--- src/rtl/id_ex_pipe_buffer.sv ---
`default_nettype none
// ============================================================================
// Module      : id_ex_pipe_buffer
// Description : Decode/execute elastic buffer with valid/ready handshakes,
//               hazard bubble insertion and a saturating bubble counter.
// Revision    : 1.0 - initial release
// ============================================================================
module id_ex_pipe_buffer #(
    parameter int CTRL_W = 16,
    parameter int DATA_W = 128,
    parameter int DEPTH  = 2,
    parameter int STAT_W = 16
) (
    input  logic                         clk,
    input  logic                         rst,
    input  logic                         flush,
    input  logic                         freeze,
    input  logic                         hazard_detected,
    input  logic                         in_valid,
    output logic                         in_ready,
    input  logic [CTRL_W-1:0]            in_ctrl,
    input  logic [DATA_W-1:0]            in_data,
    output logic                         out_valid,
    input  logic                         out_ready,
    output logic [CTRL_W-1:0]            out_ctrl,
    output logic [DATA_W-1:0]            out_data,
    output logic                         out_bubble,
    output logic [$clog2(DEPTH+1)-1:0]   occupancy,
    output logic [STAT_W-1:0]            bubble_count
);

    localparam int PTR_W = (DEPTH > 1) ? $clog2(DEPTH) : 1;
    localparam int OCC_W = $clog2(DEPTH + 1);
    localparam logic [PTR_W-1:0] LAST_PTR = PTR_W'(DEPTH - 1);
    localparam logic [OCC_W-1:0] FULL_CNT = OCC_W'(DEPTH);

    logic [CTRL_W-1:0] ctrl_mem [DEPTH];
    logic [DATA_W-1:0] data_mem [DEPTH];
    logic [DEPTH-1:0]  bub_mem;

    logic [PTR_W-1:0]  wr_ptr;
    logic [PTR_W-1:0]  rd_ptr;
    logic [OCC_W-1:0]  count;

    logic              space;
    logic              advance;
    logic              do_enq;
    logic              do_deq;
    logic              not_empty;

    function automatic logic [PTR_W-1:0] next_ptr(input logic [PTR_W-1:0] p);
        return (p == LAST_PTR) ? '0 : p + 1'b1;
    endfunction

    assign space     = (count < FULL_CNT);
    assign not_empty = (count != '0);
    assign advance   = !flush && !freeze;
    // A hazard always takes the slot, even without a valid instruction.
    assign do_enq    = advance && space && (hazard_detected || in_valid);
    assign do_deq    = advance && not_empty && out_ready;
    assign in_ready  = rst && space && !freeze && !flush && !hazard_detected;

    always_ff @(posedge clk or negedge rst) begin
        if (!rst) begin
            wr_ptr       <= '0;
            rd_ptr       <= '0;
            count        <= '0;
            bubble_count <= '0;
            bub_mem      <= '0;
        end else if (flush) begin
            wr_ptr <= '0;
            rd_ptr <= '0;
            count  <= '0;
        end else begin
            if (do_enq) begin
                wr_ptr          <= next_ptr(wr_ptr);
                bub_mem[wr_ptr] <= hazard_detected;
                if (hazard_detected && (bubble_count != '1)) begin
                    bubble_count <= bubble_count + 1'b1;
                end
            end
            if (do_deq) begin
                rd_ptr <= next_ptr(rd_ptr);
            end
            if (do_enq && !do_deq) begin
                count <= count + 1'b1;
            end else if (!do_enq && do_deq) begin
                count <= count - 1'b1;
            end
        end
    end

    // Payload storage needs no reset: the outputs are masked while empty.
    always_ff @(posedge clk) begin
        if (rst && do_enq) begin
            ctrl_mem[wr_ptr] <= hazard_detected ? '0 : in_ctrl;
            data_mem[wr_ptr] <= in_data;
        end
    end

    assign out_valid  = not_empty;
    assign out_ctrl   = not_empty ? ctrl_mem[rd_ptr] : '0;
    assign out_data   = not_empty ? data_mem[rd_ptr] : '0;
    assign out_bubble = not_empty ? bub_mem[rd_ptr]  : 1'b0;
    assign occupancy  = count;

endmodule
`default_nettype wire

--- config.mk ---
export PLATFORM = sky130hd
export DESIGN_NAME = id_ex_pipe_buffer
export DESIGN_NICKNAME = d
export VERILOG_FILES = /design/src/rtl/id_ex_pipe_buffer.sv
export SDC_FILE = /design/constraint.sdc
export NUM_CORES = 1
export LEC_CHECK = 0
export CORE_UTILIZATION = 52
export CTS_CLUSTER_DIAMETER = 120
export CTS_CLUSTER_SIZE = 16
export DETAILED_ROUTE_END_ITERATION = 12
export PLACE_DENSITY = 0.9
export SLEW_MARGIN = 10
export SYNTH_ARGS = -nofsm -noshare
export SYNTH_HDL_FRONTEND = slang
export SYNTH_SLANG_ARGS = --single-unit
export TNS_END_PERCENT = 50
--- constraint.sdc ---
create_clock -name clk -period 35.3 [get_ports clk]
set_input_delay 7.06 -clock clk [delete_from_list [all_inputs] [get_ports clk]]
set_output_delay 7.06 -clock clk [all_outputs]
set_load 0.01 [all_outputs]
==> results.md <==
- DRT iter0 DRCs: 451
- Seq/Total Area, Yosys: 76.51%
- Pint: 0.5868 mW
- Chip Width: 154.1 µm
- Critical path class: primary input to output port
- Worst-Skew Late Latency: 0.52 ns
- Vias in the first global route: 7600
- RSZ-0062 raised after global routing: false
- Gate power share: 12.4%
- Async S/R FF share, synth: 7.097%
- Final worst slack: 19.02 ns
- CP cell instances: clkdlybuf4s50_1, nand2_1, nor2_1, clkdlybuf4s50_1
- Switching part of the total: 22.19%
- Post-synth EDFFs: 288
- Grt ovf: 0
- Leading cell type in the layout, fill and taps excluded: clkdlybuf4s50_1
- Critical Path End: in_ready
- Number of setup buffers added after CTS: 0
- Syn_nets: 888
- Die area: 0.02373 mm²
- Normalized max-slew margin: 25.92%
- Reg clk slew, reported paths: 0.07 ns
- Reg2Reg Setup Slack: 31.59 ns
- IO Pins: 316
- Setup TNS: 0 ns
- Nets: 1201
- GP Congestion: 0.8448
- Core region area: 0.02264 mm²
- Pwr dens: 46.77 mW/mm²
- CP most frequent cell: clkdlybuf4s50_1
- Sink Count: 310
- Cts bufs inserted: 23
- Critical path endpoint category: output port
- Slowest CP cell: clkdlybuf4s50_1
- Reg-to-reg endpoint: ctrl_mem[1][3]$_DFFE_PP_
- Final number of max-transition violations: 0
- Post-CTS Resized: 0
- Slew of the pin with the lowest slew margin: 1.111 ns
- Rows: 55
- Via count: 7279
- Detailed placement HPWL: 17660 µm
- Yosys cell types: 37
- Fmax: 61.41 MHz
- Final Hold Vio Count: 0
- Share of cells above drive strength 1: 4.221%
- Final WL: 26740 µm
- Routed Antenna Nets: 0
- Clock Tree Buf Depth: 3
- Vias per inst: 5.384
- Final number of setup-violating endpoints: 0
- Mapped Cells: 736
- Crit path launch type: primary input
- # port buffers: 315
- Worst R2R Start: occupancy[1]$_DFFE_PN0P_
- Synth warnings: 0
- First-pass GRT wire length: 40370 µm
- Crit-path max cell delay: 1.15 ns
- Fillers: 1429
- Initial Util: 53.10%
- Switching Power: 0.1673 mW
- Initial antenna violation count: 1
- Most frequent cells in the layout: clkdlybuf4s50_1 (315), edfxtp_1 (288), nor2_1 (150), mux2i_1 (145), clkbuf_16 (23)
- VDD IR-drop max: 0.03414 mV
- Pleak: 5.221 nW
- Ys flop type: edfxtp_1
- Clock Skew: 0.02380 ns
- Critical Path AT: 9.22 ns
- Reg power frac: 55.6%
- DRT Pass-1 Iters: 4
- Cell depth of the worst flop-to-flop path: 5
- Crit path required time: 28.24 ns
- Crit. Startpoint: rst
- H-tree Lvls: 1
- Total GRT Usage: 22.15%
- Hold crit path type: flop to flop
- Hold buffers post-CTS: 0
- Dpl ws: 19.01 ns
- Status: completed
- CTS tree: built
- Min Clock Period, post-route: 16.28 ns
- DIE HEIGHT: 154.1 µm
- Layout area overhead: 34.10%
- Flop and latch count out of synthesis: 310
- Utilization after layout: 71.21%
- CTS root buf: clkbuf_16
- WL/cell: 19.78 µm
- Final period util: 46.13%
- CP max FO: 23
- Largest net degree at the start of global routing: 84
- Post-Syn Area: 0.01202 mm²
- Syn Area/Cell: 16.34 µm²
- Residual DRC: 0
- Clock power share: 32.0%
- Max_cap viols: 0
==> metrics by stage <==
step | area, µm² | hold WS [ns] | power [mW] | std cells
floorplan | 12020 | 0.4656 | 0.4644 | 736
global placement | 15460 | 0.4762 | 0.5173 | 1309
detailed placement | 15460 | 0.4769 | 0.5210 | 1309
CTS | 16120 | 0.4900 | 0.7612 | 1351
global route | 16120 | 0.5268 | 0.7791 | 1351
finish | 16120 | 0.4886 | 0.7541 | 1352
==> area by class of cell <==
class	count	area, µm²	share of cell area, %
Clock inverter	2	20.02	0.1242
Timing Repair Buffer	323	3213	19.93
Sequential cell	310	9203	57.08
Inverter	3	11.26	0.06984
Clock buffer	40	639.4	3.966
Antenna cell	1	2.502	0.01552
Tap cell	285	356.6	2.212
Multi-Input combinational cell	388	2678	16.61
==> sequential cells by signal, indices dropped and copies added (netlist names) <==
register,count
data_mem,256
occupancy,2
rd_ptr,1
bubble_count,16
bub_mem,2
ctrl_mem,32
wr_ptr,1
==> worst max-delay path, delay by kind of cell <==
| kind | cells | cell delay [ns] |
|---|---|---|
| buf+inv | 2 | 1.71 |
| simple gates | 2 | 0.44 |
==> layer usage <==
layer | global-route usage, % | part of all wire (%) | vias to the layer above
li1 | - | - | 3357
met1 | 24.87 | 36 | 3575
met2 | 40.45 | 52 | 305
met3 | 6.623 | 8.9 | 42
met4 | 6.619 | 2.6 | 0
met5 | 0 | 0 | -
==> power by group through the flow <==
stage               sequential [mW]  clock (mW)  combinational [mW]
floorplan                     0.428           0              0.0368
global placement              0.426           0              0.0909
detailed placement            0.427           0              0.0937
CTS                           0.419       0.248              0.0943
global route                  0.420       0.259              0.0999
finish                        0.419       0.241              0.0935
==> cells by family (layout without fill, tap and decap cells) <==
family / count (synthesis) / after routing / synth area share [%]
other cells: 0 / 1 / 0
simple gates: 202 / 202 / 7.462
xor+xnor: 15 / 15 / 1.093
buf+inv: 38 / 368 / 1.363
flops: 310 / 310 / 76.51
mux: 147 / 147 / 12.29
fa+ha+maj: 1 / 1 / 0.1041
compound gates: 23 / 23 / 1.176
==> worst min-delay path by stage <==
stage	startpoint	to	slack, ns	cells past startpoint
after global routing	bubble_count[7]$_DFFE_PN0P_	bubble_count[7]$_DFFE_PN0P_	0.53	1
final	bubble_count[7]$_DFFE_PN0P_	bubble_count[7]$_DFFE_PN0P_	0.49	1
after global placement	bubble_count[14]$_DFFE_PN0P_	bubble_count[14]$_DFFE_PN0P_	0.48	1
after CTS	bubble_count[7]$_DFFE_PN0P_	bubble_count[7]$_DFFE_PN0P_	0.49	1
after detailed placement	bubble_count[7]$_DFFE_PN0P_	bubble_count[7]$_DFFE_PN0P_	0.48	1
after floorplan	bub_mem[1]$_DFFE_PN0P_	bub_mem[1]$_DFFE_PN0P_	0.47	1
==> synth_stat cells, types with 2 or more instances <==
cell type | instances | share of area (%)
nand4_1 | 4 | 0.21
inv_1 | 3 | 0.094
o211ai_1 | 4 | 0.25
nand2_1 | 7 | 0.22
nand3_1 | 5 | 0.21
nor3_1 | 3 | 0.12
edfxtp_1 | 288 | 72
and2_1 | 2 | 0.10
buf_2 | 11 | 0.46
buf_1 | 4 | 0.12
clkbuf_1 | 19 | 0.59
and4_1 | 2 | 0.15
xnor2_1 | 14 | 1.0
dfrtp_1 | 22 | 4.6
mux2i_1 | 145 | 12
nor2_1 | 151 | 4.7
a21oi_1 | 4 | 0.17
o2111ai_1 | 2 | 0.15
and3_1 | 4 | 0.21
o21ai_0 | 10 | 0.42
nor2b_1 | 16 | 0.83
Note: power is estimated with default switching activity, not from simulation.
